$ cat src/rtl/pc_redirect_unit_pkg.sv
// Shared definitions for the PC redirect unit.
//   pc_sel_e : encodings of the pc_sel input from the branch logic
//   state_e  : fetch control states
//   PC_STEP  : sequential fetch increment
package pc_redirect_unit_pkg;

  typedef enum logic [1:0] {
    SEL_SEQ    = 2'd0,
    SEL_BRANCH = 2'd1,
    SEL_JUMP   = 2'd2
  } pc_sel_e;

  typedef enum logic [1:0] {
    ST_RUN  = 2'd0,
    ST_WAIT = 2'd1,
    ST_TRAP = 2'd2
  } state_e;

  localparam logic [31:0] PC_STEP = 32'd4;

endpackage

$ cat src/rtl/pc_redirect_unit_sat_counter.sv
// Saturating up-counter with synchronous clear.
//   clk   : clock
//   clr   : synchronous clear (highest priority)
//   inc   : increment request; ignored once the count is all-ones
//   count : current count
module sat_counter #(
  parameter int WIDTH = 16
) (
  input  logic             clk,
  input  logic             clr,
  input  logic             inc,
  output logic [WIDTH-1:0] count
);

  always_ff @(posedge clk) begin
    if (clr) begin
      count <= '0;
    end else if (inc && (count != '1)) begin
      count <= count + WIDTH'(1);
    end
  end

endmodule

$ cat src/rtl/pc_redirect_unit.sv
// PC redirect unit: holds the fetch PC, drives the instruction-memory
// request handshake, and applies branch/jump redirects with pipeline flush.
//   clk           : clock, all state on rising edge
//   reset         : synchronous, active-low
//   pc_sel        : 0 seq, 1 branch, 2 jump, 3 treated as seq
//   branch_target : PC-relative target from EX
//   jump_target   : jump target from the ALU
//   stall         : load-use hold
//   imem_ready    : instruction memory accepts imem_addr this cycle
//   imem_req      : fetch request
//   imem_addr     : fetch address (= pc)
//   pc, pc_plus4  : current fetch PC and PC+4
//   fetch_valid   : IF/ID captures the fetched instruction this cycle
//   flush         : clear IF/ID and ID/EX at the next edge
//   misaligned    : sticky trap flag for a non-word-aligned redirect target
//   redirect_cnt  : saturating count of aligned redirects taken
module pc_redirect_unit
  import pc_redirect_unit_pkg::*;
#(
  parameter logic [31:0] RESET_VECTOR = 32'h0000_0000,
  parameter int          CNT_W        = 16
) (
  input  logic             clk,
  input  logic             reset,
  input  logic [1:0]       pc_sel,
  input  logic [31:0]      branch_target,
  input  logic [31:0]      jump_target,
  input  logic             stall,
  input  logic             imem_ready,
  output logic             imem_req,
  output logic [31:0]      imem_addr,
  output logic [31:0]      pc,
  output logic [31:0]      pc_plus4,
  output logic             fetch_valid,
  output logic             flush,
  output logic             misaligned,
  output logic [CNT_W-1:0] redirect_cnt
);

  state_e      state_q;
  logic [31:0] pc_q;
  logic        misaligned_q;

  logic        redirect_sel;
  logic        accepted;
  logic [31:0] target;
  logic        target_aligned;

  always_comb begin
    redirect_sel = 1'b0;
    target       = branch_target;
    case (pc_sel)
      SEL_BRANCH: begin
        redirect_sel = 1'b1;
        target       = branch_target;
      end
      SEL_JUMP: begin
        redirect_sel = 1'b1;
        target       = jump_target;
      end
      default: begin
        redirect_sel = 1'b0;
        target       = branch_target;
      end
    endcase
  end

  // A redirect is ignored while in reset or trapped; flush follows it directly.
  assign accepted       = reset && redirect_sel && (state_q != ST_TRAP);
  assign target_aligned = (target[1:0] == 2'b00);

  assign imem_req    = reset && (state_q != ST_TRAP);
  assign fetch_valid = imem_req && !accepted && !stall && imem_ready;
  assign flush       = accepted;
  assign imem_addr   = pc_q;
  assign pc          = pc_q;
  assign pc_plus4    = pc_q + PC_STEP;
  assign misaligned  = misaligned_q;

  // Priority: reset > redirect > trap hold > stall > memory handshake.
  always_ff @(posedge clk) begin
    if (!reset) begin
      pc_q         <= RESET_VECTOR;
      state_q      <= ST_RUN;
      misaligned_q <= 1'b0;
    end else if (accepted) begin
      if (target_aligned) begin
        pc_q    <= target;
        state_q <= ST_RUN;
      end else begin
        misaligned_q <= 1'b1;
        state_q      <= ST_TRAP;
      end
    end else if (state_q == ST_TRAP || stall) begin
      state_q <= state_q;
    end else if (imem_ready) begin
      pc_q    <= pc_q + PC_STEP;
      state_q <= ST_RUN;
    end else begin
      state_q <= ST_WAIT;
    end
  end

  sat_counter #(
    .WIDTH(CNT_W)
  ) u_redirect_cnt (
    .clk  (clk),
    .clr  (!reset),
    .inc  (accepted && target_aligned),
    .count(redirect_cnt)
  );

endmodule

$ cat config.mk
export PLATFORM = sky130hd
export DESIGN_NAME = pc_redirect_unit
export DESIGN_NICKNAME = d
export VERILOG_FILES = /design/src/rtl/pc_redirect_unit_pkg.sv /design/src/rtl/pc_redirect_unit_sat_counter.sv /design/src/rtl/pc_redirect_unit.sv
export SDC_FILE = /design/constraint.sdc
export NUM_CORES = 1
export LEC_CHECK = 0
export ABC_AREA = 1
export CAP_MARGIN = 20
export CORE_ASPECT_RATIO = 0.9
export CORE_UTILIZATION = 46
export DETAILED_ROUTE_END_ITERATION = 12
export GPL_TIMING_DRIVEN = 0
export HOLD_SLACK_MARGIN = 0.08
export PLACE_DENSITY = 0.9
export SLEW_MARGIN = 40
export SYNTH_ARGS = -nofsm -noshare
export SYNTH_HDL_FRONTEND = slang
export SYNTH_SLANG_ARGS = --single-unit
$ cat constraint.sdc
create_clock -name clk -period 3.91 [get_ports clk]
set_clock_uncertainty 0.2 [all_clocks]
set_input_delay 0.9775 -clock clk [delete_from_list [all_inputs] [get_ports clk]]
set_output_delay 0.9775 -clock clk [all_outputs]
set_load 0.005 [all_outputs]
==> load_flow_metrics.sql <==
INSERT INTO impl_metrics (metric_group, metric, value, unit) VALUES
('status', 'run_status', 'finished clean', ''),
('die', 'fp.dieW', '100', 'um'),
('synth', 'ys_types', '33', ''),
('sta', 'final-hold-violation-count', '0', ''),
('synth', 'synth_compound_gate_area_share', '15.4', '%'),
('finish', 'share_of_layout_cells_above_drive_strength_1', '10.6', '%'),
('pwr', 'p_comb_share', '36.6', '%'),
('sta', 'final.min_clock_period', '3.82', 'ns'),
('pwr', 'power.share.clock', '22.4', '%'),
('pwr', 'total_switching_power', '491', 'uW'),
('worst_hold_path', 'min_path_type', 'reg2reg', ''),
('pwr', 'pwr-share-seq', '41.0', '%'),
('pwr', 'netSwitchingFraction', '32.8', '%'),
('finish', 'area_growth_syn_to_layout', '52.5', '%'),
('critical_path', 'timing.rr.end', 'u_redirect_cnt.count[9]$_SDFFE_PN0P_', ''),
('finish', 'finish.cell_count_without_fillers', '963', ''),
('synth', 'synthesis.area_per_instance', '6.11', 'um^2'),
('routing', 'final_antenna_net_count', '0', ''),
('die', 'die-area', '9070', 'um^2'),
('placed_design', 'dp.final_hpwl', '11500', 'um'),
('synth', 'synth_area', '4000', 'um^2'),
('synth', 'asyncSetResetFlopFracSynth', '0', '%'),
('critical_path', 'timing.critical_path.slowest_stage_cell', 'sky130_fd_sc_hd__clkdlybuf4s50_1', ''),
('pwr', 'p_int', '1000', 'uW'),
('synth', 'ys.flop_type', 'sky130_fd_sc_hd__dfxtp_1', ''),
('synth', 'synth-edff-count', '0', ''),
('die', 'placementRows', '31', ''),
('critical_path', 'timing.critical_path.buf_inv', '5', ''),
('critical_path', 'critical_path_arrival', '2.64', 'ns'),
('critical_path', 'criticalPathCategory', 'in2out', ''),
('placed_design', 'globalplace.congestion', '0.905', ''),
('clocking', 'clock-root-buffer', 'sky130_fd_sc_hd__clkbuf_8', ''),
('clocking', 'cts_inserted_buffers', '5', ''),
('finish', 'fill_cells', '713', ''),
('clocking', 'clkLatencyLatePin', '0.32', 'ns'),
('worst_hold_path', 'hold_path_startpoint', 'imem_addr[1]$_SDFFE_PN0P_', ''),
('clocking', 'post_cts_hold_buffer_count', '0', ''),
('finish', 'antenna_cells_inserted', '0', ''),
('critical_path', 'series_of_cell_instances_along_the_critical_path', 'clkdlybuf4s50_1, inv_1, ha_1, nor2_2, nand2_2, inv_1, buf_6, clkdlybuf4s50_1', ''),
('placed_design', 'place.detailed.instances', '953', ''),
('finish', 'layout.cells.most_common_list', 'sky130_fd_sc_hd__nand2_1, sky130_fd_sc_hd__clkdlybuf4s50_1, sky130_fd_sc_hd__nor2_1, sky130_fd_sc_hd__a21oi_1, sky130_fd_sc_hd__dfxtp_1', ''),
('clocking', 'clkSinkCount', '51', ''),
('routing', 'number_of_drc_violations_after_detailed_routing_iteration_0', '287', ''),
('critical_path', 'r2r-start', 'u_redirect_cnt.count[0]$_SDFFE_PN0P_', ''),
('critical_path', 'critPathLaunchType', 'primary input', ''),
('routing', 'drc_errors', '0', ''),
('critical_path', 'cp_max_fo', '5', ''),
('sta', 'hold_ws', '0.287', 'ns'),
('clocking', 'clock_path_buffers', '2', ''),
('critical_path', 'rr_worst_depth', '8', ''),
('critical_path', 'path_depth', '8', ''),
('synth', 'mappedNetlistNets', '727', ''),
('critical_path', 'critical_path.endpoint', 'flush', ''),
('sta', 'finalSetupViolCount', '0', ''),
('sta', 'maxSlewViolCount', '0', ''),
('sta', 'achievable_frequency', '262', 'MHz'),
('die', 'placeable_core_region', '8220', 'um^2'),
('finish', 'finalCoreUtilization', '74.1', '%'),
('die', 'dieHeight', '90.4', 'um'),
('global_routing', 'antenna_found_initial', '0', ''),
('pwr', 'vdd.ir_drop.worst', '0.000141', 'V'),
('sta', 'finalCritPeriodShare', '97.6', '%'),
('critical_path', 'reg2reg_slack', '1.82', 'ns'),
('global_routing', 'grt_first_pass_wirelength', '22900', 'um'),
('critical_path', 'timing.critical_path.from', 'pc_sel[0]', ''),
('pwr', 'power.density', '245', 'nW/um^2'),
('pwr', 'p_leak', '0.00245', 'uW'),
('sta', 'slew_headroom', '51.4', '%'),
('routing', 'via_count', '4928', ''),
('routing', 'routed_wl', '14700', 'um'),
('synth', 'yosysSeqAreaShare', '25.5', '%');
-- worst min-delay path by stage --
stage                                     end  slack, ns  cells after the start
global placement      misaligned$_SDFFE_PN0P_       0.24                      2
floorplan             state_q[0]$_SDFFE_PN0P_       0.24                      2
CTS                   misaligned$_SDFFE_PN0P_       0.26                      2
detailed placement    misaligned$_SDFFE_PN0P_       0.24                      2
global route          misaligned$_SDFFE_PN0P_       0.31                      2
finish              imem_addr[1]$_SDFFE_PN0P_       0.29                      2
-- worst reg2reg max path, stage by stage (launching register included) --
cell and delay [ns]:
sky130_fd_sc_hd__dfxtp_1 0.46, sky130_fd_sc_hd__ha_1 0.25, sky130_fd_sc_hd__nand3_1 0.13, sky130_fd_sc_hd__nor3_4 0.30
sky130_fd_sc_hd__nand3_2 0.11, sky130_fd_sc_hd__nand2_2 0.18, sky130_fd_sc_hd__buf_6 0.18, sky130_fd_sc_hd__nand2_1 0.09
sky130_fd_sc_hd__a21oi_2 0.13
-- sequential cells by signal (all words and copies together) (netlist names) --
register	count
imem_addr	32
u_redirect_cnt.count	16
state_q	2
misaligned	1
-- Yosys cell counts (3+ instances only) --
cell type / count / area share, %
sky130_fd_sc_hd__nand2_1: 215 / 20
sky130_fd_sc_hd__a21oi_1: 61 / 7.6
sky130_fd_sc_hd__nor2_2: 7 / 1.1
sky130_fd_sc_hd__and2_1: 8 / 1.3
sky130_fd_sc_hd__dfxtp_1: 51 / 26
sky130_fd_sc_hd__buf_4: 35 / 6.6
sky130_fd_sc_hd__o21ai_1: 12 / 1.5
sky130_fd_sc_hd__inv_1: 38 / 3.6
sky130_fd_sc_hd__nand3_1: 24 / 3.0
sky130_fd_sc_hd__xor2_1: 16 / 3.5
sky130_fd_sc_hd__buf_2: 3 / 0.38
sky130_fd_sc_hd__o31ai_1: 3 / 0.56
sky130_fd_sc_hd__xnor2_1: 6 / 1.3
sky130_fd_sc_hd__buf_6: 7 / 2.0
sky130_fd_sc_hd__nand3b_1: 7 / 1.3
sky130_fd_sc_hd__a21oi_2: 10 / 2.2
sky130_fd_sc_hd__o21ai_0: 24 / 3.0
sky130_fd_sc_hd__nor2_4: 4 / 1.1
sky130_fd_sc_hd__nor2_1: 83 / 7.8
sky130_fd_sc_hd__ha_1: 3 / 0.94
sky130_fd_sc_hd__nand2_2: 5 / 0.78
sky130_fd_sc_hd__nor3_1: 4 / 0.50
sky130_fd_sc_hd__clkbuf_1: 15 / 1.4
-- layout make-up --
type / instances / area, um^2 / area share [%]
Tap cell: 115 / 144 / 2.36
Timing Repair Buffer: 186 / 1860 / 30.4
Inverter: 41 / 159 / 2.61
Multi-Input combinational cell: 502 / 2410 / 39.5
Sequential cell: 51 / 1020 / 16.8
Buffer: 60 / 419 / 6.88
Clock inverter: 2 / 17.5 / 0.287
Clock buffer: 6 / 72.6 / 1.19
-- power by group through the flow --
stage	clock network, uW	logic, uW	registers (uW)
detailed placement	0	538	622
CTS	329	543	611
global route	351	589	619
floorplan	0	226	609
global placement	0	530	622
finish	335	548	613
-- layer usage --
| metal | global-route usage, % | share of wire [%] | wire [um] | vias to the layer above |
|---|---|---|---|---|
| met5 | 0 | 0 | 0 | - |
| met4 | 9.54 | 1.9 | 274 | 0 |
| met3 | 4.80 | 7.8 | 1150 | 24 |
| met2 | 55.3 | 47 | 6960 | 227 |
| met1 | 41.5 | 43 | 6320 | 2251 |
| li1 | - | - | - | 2426 |
-- cell families after synthesis --
group / after synthesis
and+or+nand+nor: 363
AOI/OAI and AO/OA: 113
buffers and inverters: 101
DFF: 51
xor gates and xnor gates: 23
adders and majority gates: 3
-- per-stage QoR --
step	setup WS [ns]	TNS, ns	cell area [um^2]
3_5_place_dp	-0.0543	-0.0999	5980
3_3_place_gp	-0.0492	-0.0823	5980
2_1_floorplan	1.03	0	4000
4_1_cts	0.00982	0	6080
6_report	0.0946	0	6090
5_1_grt	0.0303	0	6090
-- repair_timing --
item,CTS,global route
resized for setup,3,1
pin swaps,0,0
endpoints found under the setup margin,2,1
buffers inserted,0,2
hold endpoints to repair,0,0
(Power assumes the default switching activity.)
